### config.mk
export PLATFORM = sky130hd
export DESIGN_NAME = mc6502_shift_sequencer
export DESIGN_NICKNAME = d
export VERILOG_FILES = /design/src/rtl/mc6502_pkg.sv /design/src/rtl/MC6502Shifter.sv /design/src/rtl/mc6502_shift_sequencer.sv
export SDC_FILE = /design/constraint.sdc
export NUM_CORES = 1
export LEC_CHECK = 0
export ABC_CLOCK_PERIOD_IN_PS = 1800
export CAP_MARGIN = 40
export CORE_ASPECT_RATIO = 0.5
export CORE_UTILIZATION = 41
export DETAILED_ROUTE_END_ITERATION = 12
export GPL_TIMING_DRIVEN = 0
export PLACE_DENSITY_LB_ADDON = 0.25
export SYNTH_ARGS = -nofsm -noshare
export SYNTH_HDL_FRONTEND = slang
export SYNTH_SLANG_ARGS = --single-unit
### constraint.sdc
create_clock -name clk -period 1.8 [get_ports clk]
set_input_delay 0.36 -clock clk [delete_from_list [all_inputs] [get_ports clk]]
set_output_delay 0.36 -clock clk [all_outputs]
set_load 0.02 [all_outputs]
### src/rtl/mc6502_pkg.sv
// mc6502_pkg: shared definitions for the 6502 shift/rotate sequencer.
//   - op encoding: bit1 = right, bit0 = rotate
//   - sequencer state enum
//   - bus direction constants for o_rw
package mc6502_pkg;

  localparam logic [1:0] OP_ASL = 2'b00;
  localparam logic [1:0] OP_ROL = 2'b01;
  localparam logic [1:0] OP_LSR = 2'b10;
  localparam logic [1:0] OP_ROR = 2'b11;

  localparam logic RW_READ  = 1'b1;
  localparam logic RW_WRITE = 1'b0;

  typedef enum logic [1:0] {
    ST_IDLE   = 2'd0,
    ST_READ   = 2'd1,
    ST_DWRITE = 2'd2,
    ST_WRITE  = 2'd3
  } state_e;

endpackage

### src/rtl/MC6502Shifter.sv
// MC6502Shifter: combinational 8-bit shift/rotate unit.
//   i_rotate  1  shift i_c in instead of 0
//   i_right   1  shift direction (1 = right)
//   i_c       1  carry-in
//   i_data    8  operand
//   o_data    8  shifted value
//   o_n/o_z/o_c  result flags (carry = bit shifted out)
module MC6502Shifter (
  input  logic       i_rotate,
  input  logic       i_right,
  input  logic       i_c,
  input  logic [7:0] i_data,
  output logic [7:0] o_data,
  output logic       o_n,
  output logic       o_z,
  output logic       o_c
);

  logic fill;

  always_comb begin
    fill = i_rotate & i_c;
    if (i_right) begin
      o_data = {fill, i_data[7:1]};
      o_c    = i_data[0];
    end else begin
      o_data = {i_data[6:0], fill};
      o_c    = i_data[7];
    end
    o_n = o_data[7];
    o_z = (o_data == 8'h00);
  end

endmodule

### src/rtl/mc6502_shift_sequencer.sv
// mc6502_shift_sequencer: runs ASL/ROL/LSR/ROR in accumulator form (no bus
// cycles, 1-cycle latency) or read-modify-write form (read, dummy write of
// the original value, final write of the result).
//   clk, rst_x        clock, async active-low reset
//   i_start, i_op, i_acc, i_a, i_addr, i_c   request (sampled in IDLE)
//   i_rdy, i_rdata    bus ready (stalls reads only) and read data
//   o_addr, o_rw, o_wdata   bus address, direction (1 = read), write data
//   o_busy            high in READ/DWRITE/WRITE
//   o_done            one-cycle completion pulse
//   o_result, o_n, o_z, o_c  result and flags, held until next completion
module mc6502_shift_sequencer
  import mc6502_pkg::*;
(
  input  logic        clk,
  input  logic        rst_x,
  input  logic        i_start,
  input  logic [1:0]  i_op,
  input  logic        i_acc,
  input  logic [7:0]  i_a,
  input  logic [15:0] i_addr,
  input  logic        i_c,
  input  logic        i_rdy,
  input  logic [7:0]  i_rdata,
  output logic [15:0] o_addr,
  output logic        o_rw,
  output logic [7:0]  o_wdata,
  output logic        o_busy,
  output logic        o_done,
  output logic [7:0]  o_result,
  output logic        o_n,
  output logic        o_z,
  output logic        o_c
);

  state_e      state_q;
  logic [15:0] addr_q;
  logic [7:0]  operand_q;
  logic [1:0]  op_q;
  logic        c_q;
  logic        rw_q;
  logic [7:0]  wdata_q;
  logic        done_q;
  logic [7:0]  result_q;
  logic        n_q, z_q, cf_q;

  logic        idle;
  logic [7:0]  sh_in;
  logic [1:0]  sh_op;
  logic        sh_cin;
  logic [7:0]  sh_out;
  logic        sh_n, sh_z, sh_c;

  // In IDLE the shifter sees the live request (accumulator form completes
  // from it directly); otherwise it works on the latched memory operand.
  assign idle   = (state_q == ST_IDLE);
  assign sh_in  = idle ? i_a  : operand_q;
  assign sh_op  = idle ? i_op : op_q;
  assign sh_cin = idle ? i_c  : c_q;

  MC6502Shifter u_shifter (
    .i_rotate (sh_op[0]),
    .i_right  (sh_op[1]),
    .i_c      (sh_cin),
    .i_data   (sh_in),
    .o_data   (sh_out),
    .o_n      (sh_n),
    .o_z      (sh_z),
    .o_c      (sh_c)
  );

  always_ff @(posedge clk or negedge rst_x) begin
    if (!rst_x) begin
      state_q   <= ST_IDLE;
      addr_q    <= '0;
      operand_q <= '0;
      op_q      <= '0;
      c_q       <= 1'b0;
      rw_q      <= RW_READ;
      wdata_q   <= '0;
      done_q    <= 1'b0;
      result_q  <= '0;
      n_q       <= 1'b0;
      z_q       <= 1'b0;
      cf_q      <= 1'b0;
    end else begin
      done_q <= 1'b0;
      case (state_q)
        ST_IDLE: begin
          if (i_start) begin
            if (i_acc) begin
              result_q <= sh_out;
              n_q      <= sh_n;
              z_q      <= sh_z;
              cf_q     <= sh_c;
              done_q   <= 1'b1;
            end else begin
              addr_q  <= i_addr;
              op_q    <= i_op;
              c_q     <= i_c;
              rw_q    <= RW_READ;
              state_q <= ST_READ;
            end
          end
        end
        ST_READ: begin
          if (i_rdy) begin
            // Dummy write puts the unmodified value back on the bus.
            operand_q <= i_rdata;
            wdata_q   <= i_rdata;
            rw_q      <= RW_WRITE;
            state_q   <= ST_DWRITE;
          end
        end
        ST_DWRITE: begin
          wdata_q <= sh_out;
          state_q <= ST_WRITE;
        end
        ST_WRITE: begin
          result_q <= sh_out;
          n_q      <= sh_n;
          z_q      <= sh_z;
          cf_q     <= sh_c;
          done_q   <= 1'b1;
          rw_q     <= RW_READ;
          state_q  <= ST_IDLE;
        end
        default: state_q <= ST_IDLE;
      endcase
    end
  end

  assign o_addr   = addr_q;
  assign o_rw     = rw_q;
  assign o_wdata  = wdata_q;
  assign o_busy   = !idle;
  assign o_done   = done_q;
  assign o_result = result_q;
  assign o_n      = n_q;
  assign o_z      = z_q;
  assign o_c      = cf_q;

endmodule

==> results of run 1 <==
==> final cells by class <==
| type | count | area [µm²] | area share (%) |
|---|---|---|---|
| Tap cell | 73 | 91.34 | 2.600 |
| Buffer | 10 | 78.83 | 2.244 |
| Multi-Input combinational cell | 132 | 1119 | 31.84 |
| Timing Repair Buffer | 81 | 798.3 | 22.72 |
| Inverter | 7 | 26.28 | 0.7479 |
| Clock inverter | 1 | 30.03 | 0.8547 |
| Sequential cell | 49 | 1227 | 34.94 |
| Clock buffer | 7 | 142.6 | 4.060 |
==> cells by family (layout without fill, tap and decap cells) <==
| group | after synthesis | count (layout) |
|---|---|---|
| flops | 49 | 49 |
| mux | 59 | 59 |
| simple gates | 35 | 35 |
| fa+ha+maj | 4 | 4 |
| buf+inv | 17 | 106 |
| compound gates | 34 | 34 |
==> per-stage QoR <==
stage	hold WS [ns]	TNS (ns)	power, mW
finish	0.01114	0	6.859
global route	0.04124	-0.05482	7.301
CTS	0.02525	0	6.836
detailed placement	0.3281	-2.261	5.573
global placement	0.4620	-48.70	5.456
floorplan	0.06441	0	4.195
==> Yosys cell counts, types with 2 or more instances <==
cell       n
o21ai_0   14
inv_1      6
nand2_1   18
nor2_1     7
dfrtp_1   48
buf_4      2
buf_2      4
mux2_2    25
buf_6      3
nor2b_1    2
a21oi_1    9
mux2i_1   23
ha_1       4
o21ai_1    3
mux2_4    10
o211ai_1   2
==> flip-flops by register name, indices dropped and copies added, names as in the netlist <==
name       flops
op_q           2
o_result       8
o_rw           1
o_done         1
operand_q      8
o_z            1
c_q            1
o_addr        16
o_wdata        8
o_c            1
state_q        2
==> per-layer routing <==
layer / global-route usage, % / vias to the layer above
met3: 4.215 / 9
met2: 30.61 / 54
met1: 25.23 / 893
li1: - / 881
met4: 5.827 / 0
met5: 0 / -
==> what timing repair did <==
action / CTS / global route
hold buffers: 0 / 0
resized for setup: 10 / 5
pin swaps: 0 / 3
setup buffers: 1 / 2
cloned: 1 / 0
hold endpoints to repair: 0 / 0
endpoints found under the setup margin: 6 / 24
==> worst max-delay path by stage <==
| stage | startpoint | slack [ns] | depth (start not counted) | to |
|---|---|---|---|---|
| after floorplan | state_q[0] | 0.11 | 7 | o_addr[0] |
| after global placement | rst_x | -0.97 | 1 | o_addr[8] |
| after detailed placement | i_start | -0.23 | 5 | o_result[5] |
| after CTS | state_q[1] | 0.01 | 7 | o_wdata[1] |
| after global routing | state_q[0] | -0.04 | 7 | o_wdata[5] |
| final | o_rw | 0.03 | 1 | o_rw |
==> report_power, final <==
group / switching, mW / internal [mW]
clock: 0.388 / 0.694
sequential: 0.319 / 1.67
combinational: 1.87 / 1.92
==> results.txt, run 1 <==
Final worst clock skew -> 0.004392 ns
Maximum number of pins on one net before global-route repair -> 32
Power per cell area -> 1952 mW/mm²
Largest stage delay, worst path -> 0.59 ns
Register area share after synthesis -> 51.09%
Total number of vias -> 1,837
IO Pins -> 78
Number of max-capacitance violations reported -> 0
Count of unique library cells instantiated by Yosys -> 34
Buffer depth of the longest clock path -> 2
Die boundary height -> 56.13 µm
Leakage Power -> 1.559 nW
Final worst slack -> 0.03464 ns
Depth of the worst register-to-register path -> 7
Vias in the first global route -> 1,793
Remaining global-route overflow -> 0
Post-synth top area cell -> dfrtp_1
Number of endpoints failing setup at the final stage -> 0
Num Clock Sinks -> 49
FF-to-FF setup slack -> 0.06 ns
Post-synthesis area per instance -> 12.13 µm²
CP delay by family, top -> buffers and inverters
DR WL met2 -> 2625 µm
Commonest non-fill, non-tap cell in the layout -> clkdlybuf4s50_1
Number of instances in the synthesized netlist -> 198
Multiplexer fraction of the synthesized cell area -> 28.13%
Die area -> 0.006188 mm²
Clock slew at reported path FFs -> 0.06 ns
Most used flip-flop cell after synthesis -> dfrtp_1
Peak ir drop on the vdd network -> 928.6 µV
Number of nets with antenna violations after routing -> 0
Total of buffers placed on input and output ports -> 76
Total global-route track usage -> 18.90%
Final HPWL DP -> 4042 µm
Main combinational cell family by area after synthesis -> multiplexers
Kind of critical path -> register to primary output
Detailed-route wire length on metal 1 -> 2553 µm
CP Buf/Inv Count -> 1
Mapped cell area -> 0.002402 mm²
Final weighted congestion of routability-driven global placement -> 0.8160
Hold/Removal Path Class -> input port to asynchronous set/reset pin
First-pass iteration count of the detailed router -> 4
Sequence of cells on the critical path -> clkdlybuf4s50_1
Syn_nets -> 242
Critical register-to-register path endpoint -> o_wdata[5]
Synth Area in XOR/XNOR -> 0%
Total clock buffers created by CTS -> 5
Initial core utilization -> 43.18%
Share of the synthesized area in compound gates (AO/OA/AOI/OAI) -> 8.021%
DRC violations left -> 0
Final-layout fill cell count -> 443
Chip width -> 110.3 µm
Post-DP Area -> 0.003269 mm²
Final number of hold-violating endpoints -> 0
CTS tree -> done
Vias per std cell -> 5.103
Unrepaired setup endpoints after global routing -> true
Cells taking the most area after synthesis -> dfrtp_1, mux2_2, mux2i_1, mux2_4, o21ai_0
Kind of capture point of the worst setup path -> primary output
Diodes inserted -> 0
Pre-CTS setup slack -> -0.2345 ns
CP max-delay cell -> clkdlybuf4s50_1
Length of routed met3 wiring -> 292 µm
Transition time of the tightest slew-check pin -> 0.6128 ns
Top sig layer -> met4
YS warnings -> 0
Area share of the leading cell type in the synthesized netlist -> 50.00%
P&R area growth vs syn -> 46.25%
Period utilization -> 98.08%
Commonest non-fill, non-tap cells in the layout -> clkdlybuf4s50_1, dfrtp_1, mux2_2, mux2i_1, nand2_1
Post-layout instance count excluding filler cells -> 360
Number of cell rows -> 19
WP data arrival -> 1.41 ns
Startpoint types -> register
Max Slew Vio Count -> 0
Number of placed instances with taps included -> 348
Run status -> finished, final reports clean
Final Instance Area -> 0.003513 mm²
Maximum fanout along the worst path -> 2
Area of the core -> 0.005563 mm²
First-pass GRT wire length -> 8749 µm
Starting DRT DRC Count -> 81
Shortest clock period the worst path allows after layout -> 1.765 ns
Top achievable clock speed -> 0.5665 GHz
Worst reg2reg path startpoint -> state_q[0]
Clk_lat worst skew -> 0.29 ns
Number of enable flip-flop cells after synthesis -> 0
Antenna violations before repair -> 0
Net count, final -> 330
FFs w/ async S/R, synth -> 100.0%
Drt total wl -> 5550 µm
Slew headroom -> 59.14%
Root buf cell -> clkbuf_16
Final cell utilization of the core -> 63.16%
Fraction of layout instances using a drive strength above 1 -> 24.04%
Required time at the worst-slack endpoint -> 1.44 ns
Area share of and/or/nand/nor cells after synthesis -> 6.563%
H-Tree Depth -> 2
Adder-cell share of the synthesized area -> 2.083%
Final routed wire length divided by cell count -> 15.42 µm
Post-synthesis register bit count -> 49
(Power assumes the default switching activity.)
==> run 2: changes to the inputs <==
- ABC_CLOCK_PERIOD_IN_PS: 1800 -> 2300
- CORE_UTILIZATION: 41 -> 49
- PLACE_DENSITY_LB_ADDON: 0.25 -> 0.1
- clock period: 1.8 -> 2.3 ns (I/O delays scaled with it)
==> results.txt, run 2 (synthesis results as in run 1) <==
Switching pwr -> 1.933 mW (-25%)
Maximum fanout along the worst path -> 10 (+8)
Clock slew at reported path FFs -> 0.09 ns (+0.03 ns)
Final worst slack -> 0.2454 ns (+0.2108 ns)
Remaining global-route overflow -> 0 (unchanged)
Buffer depth of the longest clock path -> 2 (unchanged)
First-pass iteration count of the detailed router -> 4 (unchanged)
Number of nets with antenna violations after routing -> 0 (unchanged)
Final worst clock skew -> 0.007239 ns (+0.002847 ns)
Net count, final -> 326 (-1.2%)
Hold/Removal Path Class -> input port to asynchronous set/reset pin
Starting DRT DRC Count -> 109 (+35%)
Number of cell rows -> 17 (-2)
Number of placed instances with taps included -> 341 (-2.0%)
Total Power Consumption -> 4.846 mW (-29%)
Worst reg2reg path startpoint -> state_q[0]
Setup tns final -> 0 ns (unchanged)
Internal portion of total power -> 2.914 mW (-32%)
Leakage Power -> 1.502 nW (-3.7%)
Depth of the worst register-to-register path -> 7 (unchanged)
Clk_lat worst skew -> 0.30 ns (about the same)
Critical path's most frequent cell -> mux2i_1
Root buf cell -> clkbuf_8
Top sig layer -> met4
Critical register-to-register path endpoint -> o_wdata[5]
Total number of vias -> 1,817 (-1.1%)
Chip width -> 101.0 µm (-8.4%)
Number of max-capacitance violations reported -> 0 (unchanged)
Vias in the first global route -> 1,794 (+0.056%)
Transition time of the tightest slew-check pin -> 0.5903 ns (-0.02252 ns)
Die boundary height -> 51.51 µm (-8.2%)
Post-layout instance count excluding filler cells -> 349 (-3.1%)
Maximum number of pins on one net before global-route repair -> 27 (-16%)
Startpoint types -> register
WP data arrival -> 2.28 ns (+0.87 ns)
Number of endpoints failing setup at the final stage -> 0 (unchanged)
Required time at the worst-slack endpoint -> 2.53 ns (+1.09 ns)
Top achievable clock speed -> 0.4867 GHz
H-Tree Depth -> 2 (unchanged)
Power per cell area -> 1447 mW/mm² (-26%)
Max Slew Vio Count -> 0 (unchanged)
Commonest non-fill, non-tap cell in the layout -> clkdlybuf4s50_1
Share of total power in combinational logic -> 57.8% (+2.5 points)
Total of buffers placed on input and output ports -> 76 (unchanged)
P&R area growth vs syn -> 39.43%
DRC violations left -> 0 (unchanged)
Clock network fraction of total power -> 10.3% (-5.5 points)
CP max-delay cell -> dfrtp_1
Final weighted congestion of routability-driven global placement -> 0.8648 (+6.0%)
Drt total wl -> 5400 µm (-2.7%)
Diodes inserted -> 0 (unchanged)
Number of flip-flops in the largest register -> 16 (unchanged)
DR WL met2 -> 2444 µm (-6.9%)
Kind of capture point of the worst setup path -> register
Area of the core -> 0.004552 mm² (-18%)
Period utilization -> 89.33%
IO Pins -> 78 (unchanged)
CP startpoint -> state_q[0]
Unrepaired setup endpoints after global routing -> false
Final-layout fill cell count -> 342 (-23%)
First-pass GRT wire length -> 8804 µm (+0.63%)
Initial core utilization -> 52.78% (+9.6 points)
FF-to-FF setup slack -> 0.25 ns (+0.19 ns)
Fraction of layout instances using a drive strength above 1 -> 20.49% (-3.5 points)
Vias per std cell -> 5.206 (+2.0%)
Slew headroom -> 60.65% (+1.5 points)
Final cell utilization of the core -> 73.58% (+10 points)
Num Clock Sinks -> 49 (unchanged)
Sequence of cells on the critical path -> inv_1 -> ha_1 -> buf_4 -> mux2i_2 -> mux2i_1 -> mux2i_1 -> o21ai_1
Antenna violations before repair -> 0 (unchanged)
Number of hold buffers added after cts -> 0 (unchanged)
Length of routed met3 wiring -> 341 µm (+17%)
Peak ir drop on the vdd network -> 732.6 µV (-21%)
Run status -> finished, final reports clean
Setup Buffers After CTS -> 0 (-1)
Final number of hold-violating endpoints -> 0 (unchanged)
Total global-route track usage -> 23.07% (+4.2 points)
Part of the total power dissipated in sequential elements -> 31.9% (+3.0 points)
Commonest non-fill, non-tap cells in the layout -> clkdlybuf4s50_1, dfrtp_1, mux2_2, mux2i_1, nand2_1
Sw Share -> 39.88% (+2.3 points)
Kind of critical path -> register to register
Pre-CTS setup slack -> 0.1369 ns (+0.3714 ns)
Final HPWL DP -> 4174 µm (+3.3%)
Die area -> 0.005204 mm² (-16%)
Largest stage delay, worst path -> 0.42 ns (-0.17 ns)
Detailed-route wire length on metal 1 -> 2561 µm (+0.31%)
CTS tree -> done
Final routed wire length divided by cell count -> 15.47 µm (+0.36%)
Total clock buffers created by CTS -> 5 (unchanged)
Shortest clock period the worst path allows after layout -> 2.055 ns
-- run 2: cell types whose count changed in the layout (fill, tap and decap cells not counted), sizes merged --
cell | previous run | this run
bufinv | 1 | 0
clkinv | 0 | 2
dlymetal6s2s | 0 | 1
clkbuf | 10 | 6
clkinvlp | 0 | 1
buf | 14 | 11
-- run 2: worst max path at each step --
stage                  end  slack, ns  depth (start not counted)
3_5_place_dp   o_result[6]       0.14                          5
6_report        o_wdata[5]       0.25                          7
3_3_place_gp    o_wdata[3]      -0.58                          1
5_1_grt         o_wdata[5]       0.15                          7
2_1_floorplan    o_addr[0]       0.61                          7
4_1_cts             o_busy       0.05                          4
-- run 2: per-layer routing --
layer	track usage [%]	up-vias
met5	0	-
met4	7.246	0
met3	5.511	8
met2	37.67	58
met1	30.93	887
li1	-	864
-- run 2: power by group through the flow --
| stage | clock, mW | combinational (mW) | sequential [mW] |
|---|---|---|---|
| 3_3_place_gp | 0 | 2.74 | 1.53 |
| 4_1_cts | 0.512 | 2.81 | 1.54 |
| 2_1_floorplan | 0 | 1.38 | 1.90 |
| 5_1_grt | 0.557 | 3.02 | 1.60 |
| 6_report | 0.501 | 2.80 | 1.54 |
| 3_5_place_dp | 0 | 2.80 | 1.56 |
-- run 2: what timing repair did --
action,CTS,global route
endpoints found under the hold margin,0,0
resized for setup,0,1
setup endpoints to repair,0,1
-- run 2: critical path, delay by kind of cell, from the launching register on --
| family | cells | cell delay (ns) |
|---|---|---|
| mux | 3 | 0.85 |
| fa+ha+maj | 1 | 0.21 |
| buf+inv | 2 | 0.33 |
| flops | 1 | 0.42 |
| compound gates | 1 | 0.16 |
-- run 2: per-stage QoR --
stage	area, µm²	hold WS, ns
after detailed placement	3261	0.4601
final	3349	0.1332
after CTS	3347	0.1435
after global routing	3349	0.1667
after floorplan	2402	0.1644
after global placement	3246	0.4597
-- run 2: final cells by class --
| type | instances | area [µm²] | share of cell area, % |
|---|---|---|---|
| Multi-Input combinational cell | 132 | 1076 | 32.13 |
| Tap cell | 66 | 82.58 | 2.465 |
| Sequential cell | 49 | 1227 | 36.65 |
| Inverter | 7 | 26.28 | 0.7845 |
| Timing Repair Buffer | 77 | 778.2 | 23.23 |
| Buffer | 10 | 72.57 | 2.167 |
| Clock inverter | 3 | 17.52 | 0.5230 |
| Clock buffer | 5 | 68.82 | 2.055 |
==> run 3: changes to the inputs <==
- CORE_UTILIZATION: 49 -> 50
- SYNTH_HIERARCHICAL: default -> 1
==> results.txt, run 3 <==
FFs w/ async S/R, synth -> 100.0% (unchanged)
Total global-route track usage -> 23.96% (+0.89 points)
Number of enable flip-flop cells after synthesis -> 0 (unchanged)
Remaining global-route overflow -> 0 (unchanged)
Register area share after synthesis -> 51.10% (about the same)
Chip width -> 101.0 µm (about the same)
Transition time of the tightest slew-check pin -> 0.4721 ns (-0.1182 ns)
Final-layout fill cell count -> 306 (-11%)
IO Pins -> 78 (unchanged)
Final cell utilization of the core -> 77.85% (+4.3 points)
CP max-delay cell -> dfrtp_1
Final weighted congestion of routability-driven global placement -> 0.7744 (-10%)
Final worst slack -> 0.09951 ns (-0.1459 ns)
Final worst clock skew -> 0.01044 ns (+0.003206 ns)
Critical path's most frequent cell -> mux2_2
Area share of the leading cell type in the synthesized netlist -> 50.03% (about the same)
Area of the core -> 0.004552 mm² (unchanged)
Num Clock Sinks -> 50 (+2.0%)
Number of cell rows -> 17 (unchanged)
Required time at the worst-slack endpoint -> 2.47 ns (-0.06 ns)
Top achievable clock speed -> 0.4544 GHz (-6.6%)
Starting DRT DRC Count -> 89 (-18%)
Sequence of cells on the critical path -> inv_2 -> ha_4 -> buf_8 -> buf_12 -> mux2_2 -> mux2_2 -> mux2_2 -> o22ai_1 -> a21oi_1
P&R area growth vs syn -> 44.56%
Post-synth top area cell -> dfrtp_1
Number of max-capacitance violations reported -> 0 (unchanged)
Post-synthesis register bit count -> 50 (+2.0%)
Run status -> finished, final reports clean
Most common cell in the netlist -> mux2_2
Depth of the worst register-to-register path -> 9 (+2)
Buffer depth of the longest clock path -> 2 (unchanged)
Count of unique library cells instantiated by Yosys -> 28 (-18%)
Final HPWL DP -> 4113 µm (-1.4%)
Commonest non-fill, non-tap cells in the layout -> clkdlybuf4s50_1, mux2_2, dfrtp_1, o22ai_1, a21oi_1
Largest stage delay, worst path -> 0.41 ns (about the same)
Unrepaired setup endpoints after global routing -> false
Diodes inserted -> 0 (unchanged)
Post-synthesis area per instance -> 13.18 µm² (+8.6%)
Critical register-to-register path endpoint -> o_wdata[2]
Root buf cell -> clkbuf_8
CTS tree -> done
Synth cell count leaders -> mux2_2, dfrtp_1, o22ai_1
Total of buffers placed on input and output ports -> 77 (+1.3%)
Max Slew Vio Count -> 0 (unchanged)
Slew headroom -> 68.53% (+7.9 points)
Vias per std cell -> 5.467 (+5.0%)
H-Tree Depth -> 2 (unchanged)
Shortest clock period the worst path allows after layout -> 2.200 ns (+0.1459 ns)
Power per cell area -> 1593 mW/mm² (+10%)
Hold/Removal Path Class -> input port to asynchronous set/reset pin
Clock slew at reported path FFs -> 0.10 ns (about the same)
Final routed wire length divided by cell count -> 17.43 µm (+13%)
Commonest non-fill, non-tap cell in the layout -> clkdlybuf4s50_1
First-pass GRT wire length -> 9170 µm (+4.2%)
Fraction of layout instances using a drive strength above 1 -> 33.69% (+13 points)
DRC violations left -> 0 (unchanged)
Startpoint types -> register
Most used flip-flop cell after synthesis -> dfrtp_1
YS warnings -> 6 (+6)
Maximum fanout along the worst path -> 7 (-3)
Worst reg2reg path startpoint -> state_q[1]
Final number of hold-violating endpoints -> 0 (unchanged)
Mapped cell area -> 0.002451 mm² (+2.0%)
Total clock buffers created by CTS -> 5 (unchanged)
Antenna violations before repair -> 0 (unchanged)
Syn_nets -> 231 (-4.5%)
FF-to-FF setup slack -> 0.1 ns (-0.15 ns)
Vias in the first global route -> 1,849 (+3.1%)
Pre-CTS setup slack -> -0.1769 ns (-0.3138 ns)
Maximum number of pins on one net before global-route repair -> 40 (+48%)
Total number of vias -> 1,886 (+3.8%)
Number of endpoints failing setup at the final stage -> 0 (unchanged)
Kind of capture point of the worst setup path -> register
Die area -> 0.005203 mm² (about the same)
Clk_lat worst skew -> 0.31 ns (about the same)
Kind of critical path -> register to register
Number of nets with antenna violations after routing -> 0 (unchanged)
Die boundary height -> 51.51 µm (unchanged)
Peak ir drop on the vdd network -> 868.9 µV (+19%)
Number of instances in the synthesized netlist -> 186 (-6.1%)
Net count, final -> 323 (-0.92%)
CP startpoint -> state_q[1]
Initial core utilization -> 53.85% (+1.1 points)
First-pass iteration count of the detailed router -> 4 (unchanged)
WP data arrival -> 2.37 ns (+0.09 ns)
Leakage Power -> 1.486 nW (-1.1%)
Number of flip-flops in the largest register -> 16 (unchanged)
Cells taking the most area after synthesis -> dfrtp_1, mux2_2, o22ai_1, ha_1, a21oi_1
Drt total wl -> 6012 µm (+11%)
Period utilization -> 95.67% (+6.3 points)
-- run 3: area by class of cell --
| cell class | count | area (µm²) | share of cell area (%) |
|---|---|---|---|
| sequential | 50 | 1252 | 35.35 |
| multi-input combinational | 119 | 1127 | 31.81 |
| tap | 66 | 82.58 | 2.331 |
| clock buffer | 7 | 76.32 | 2.154 |
| clock inverter | 1 | 30.03 | 0.8475 |
| buffer | 12 | 100.1 | 2.825 |
| timing repair buffer | 85 | 855.8 | 24.15 |
| inverter | 5 | 18.77 | 0.5297 |
-- run 3: how the worst max path moves through the flow --
stage	to	slack, ns	depth (start not counted)
6_report	o_wdata[2]	0.1	9
3_3_place_gp	o_addr[2]	-0.63	1
4_1_cts	o_wdata[7]	0.006	11
3_5_place_dp	o_wdata[2]	-0.18	9
5_1_grt	o_wdata[7]	0.03	11
2_1_floorplan	o_wdata[7]	0.13	11
-- run 3: critical path: cells and delay by family, from the launching register on --
kind | cells | cell delay (ns)
AOI/OAI and AO/OA | 2 | 0.20
adders and majority gates | 1 | 0.14
muxes | 3 | 0.96
DFF | 1 | 0.41
buffers and inverters | 3 | 0.35
-- run 3: through the flow --
step / cell area (µm²) / cells / power [mW] / hold slack (ns) / setup TNS (ns)
after global placement: 3304 / 329 / 4.626 / 0.4663 / -31.37
final: 3543 / 345 / 5.645 / 0.02922 / 0
after detailed placement: 3319 / 330 / 4.738 / 0.3683 / -1.068
after CTS: 3457 / 340 / 5.440 / 0.03345 / 0
after floorplan: 2451 / 186 / 3.590 / 0.1644 / 0
after global routing: 3543 / 345 / 5.953 / 0.03578 / 0
-- run 3: cell families after synthesis --
| family | synth area share [%] |
|---|---|
| buf+inv | 3.828 |
| compound gates | 7.708 |
| simple gates | 5.105 |
| flops | 51.10 |
| mux | 29.71 |
| fa+ha+maj | 2.552 |
-- run 3: power by group --
group | internal (mW) | leakage (nW) | switching, mW | total (mW)
Combinational | 1.84 | 0.834 | 1.61 | 3.45
Sequential | 1.34 | 0.600 | 0.238 | 1.58
Clock | 0.326 | 0.0524 | 0.294 | 0.620
-- run 3: metal layers --
layer / vias to the layer above / GRT usage, % / part of all wire, %
met5: - / 0 / 0
met4: 0 / 6.522 / 0.70
met3: 4 / 7.661 / 8.7
met2: 71 / 37.33 / 46
met1: 945 / 32.60 / 45
li1: 866 / - / -
-- run 3: what timing repair did --
item | 4_1_cts | 5_1_grt
setup buffers | 2 | 4
cloned | 0 | 1
setup endpoints to repair | 9 | 5
hold buffers | 0 | 0
resized for setup | 7 | 7
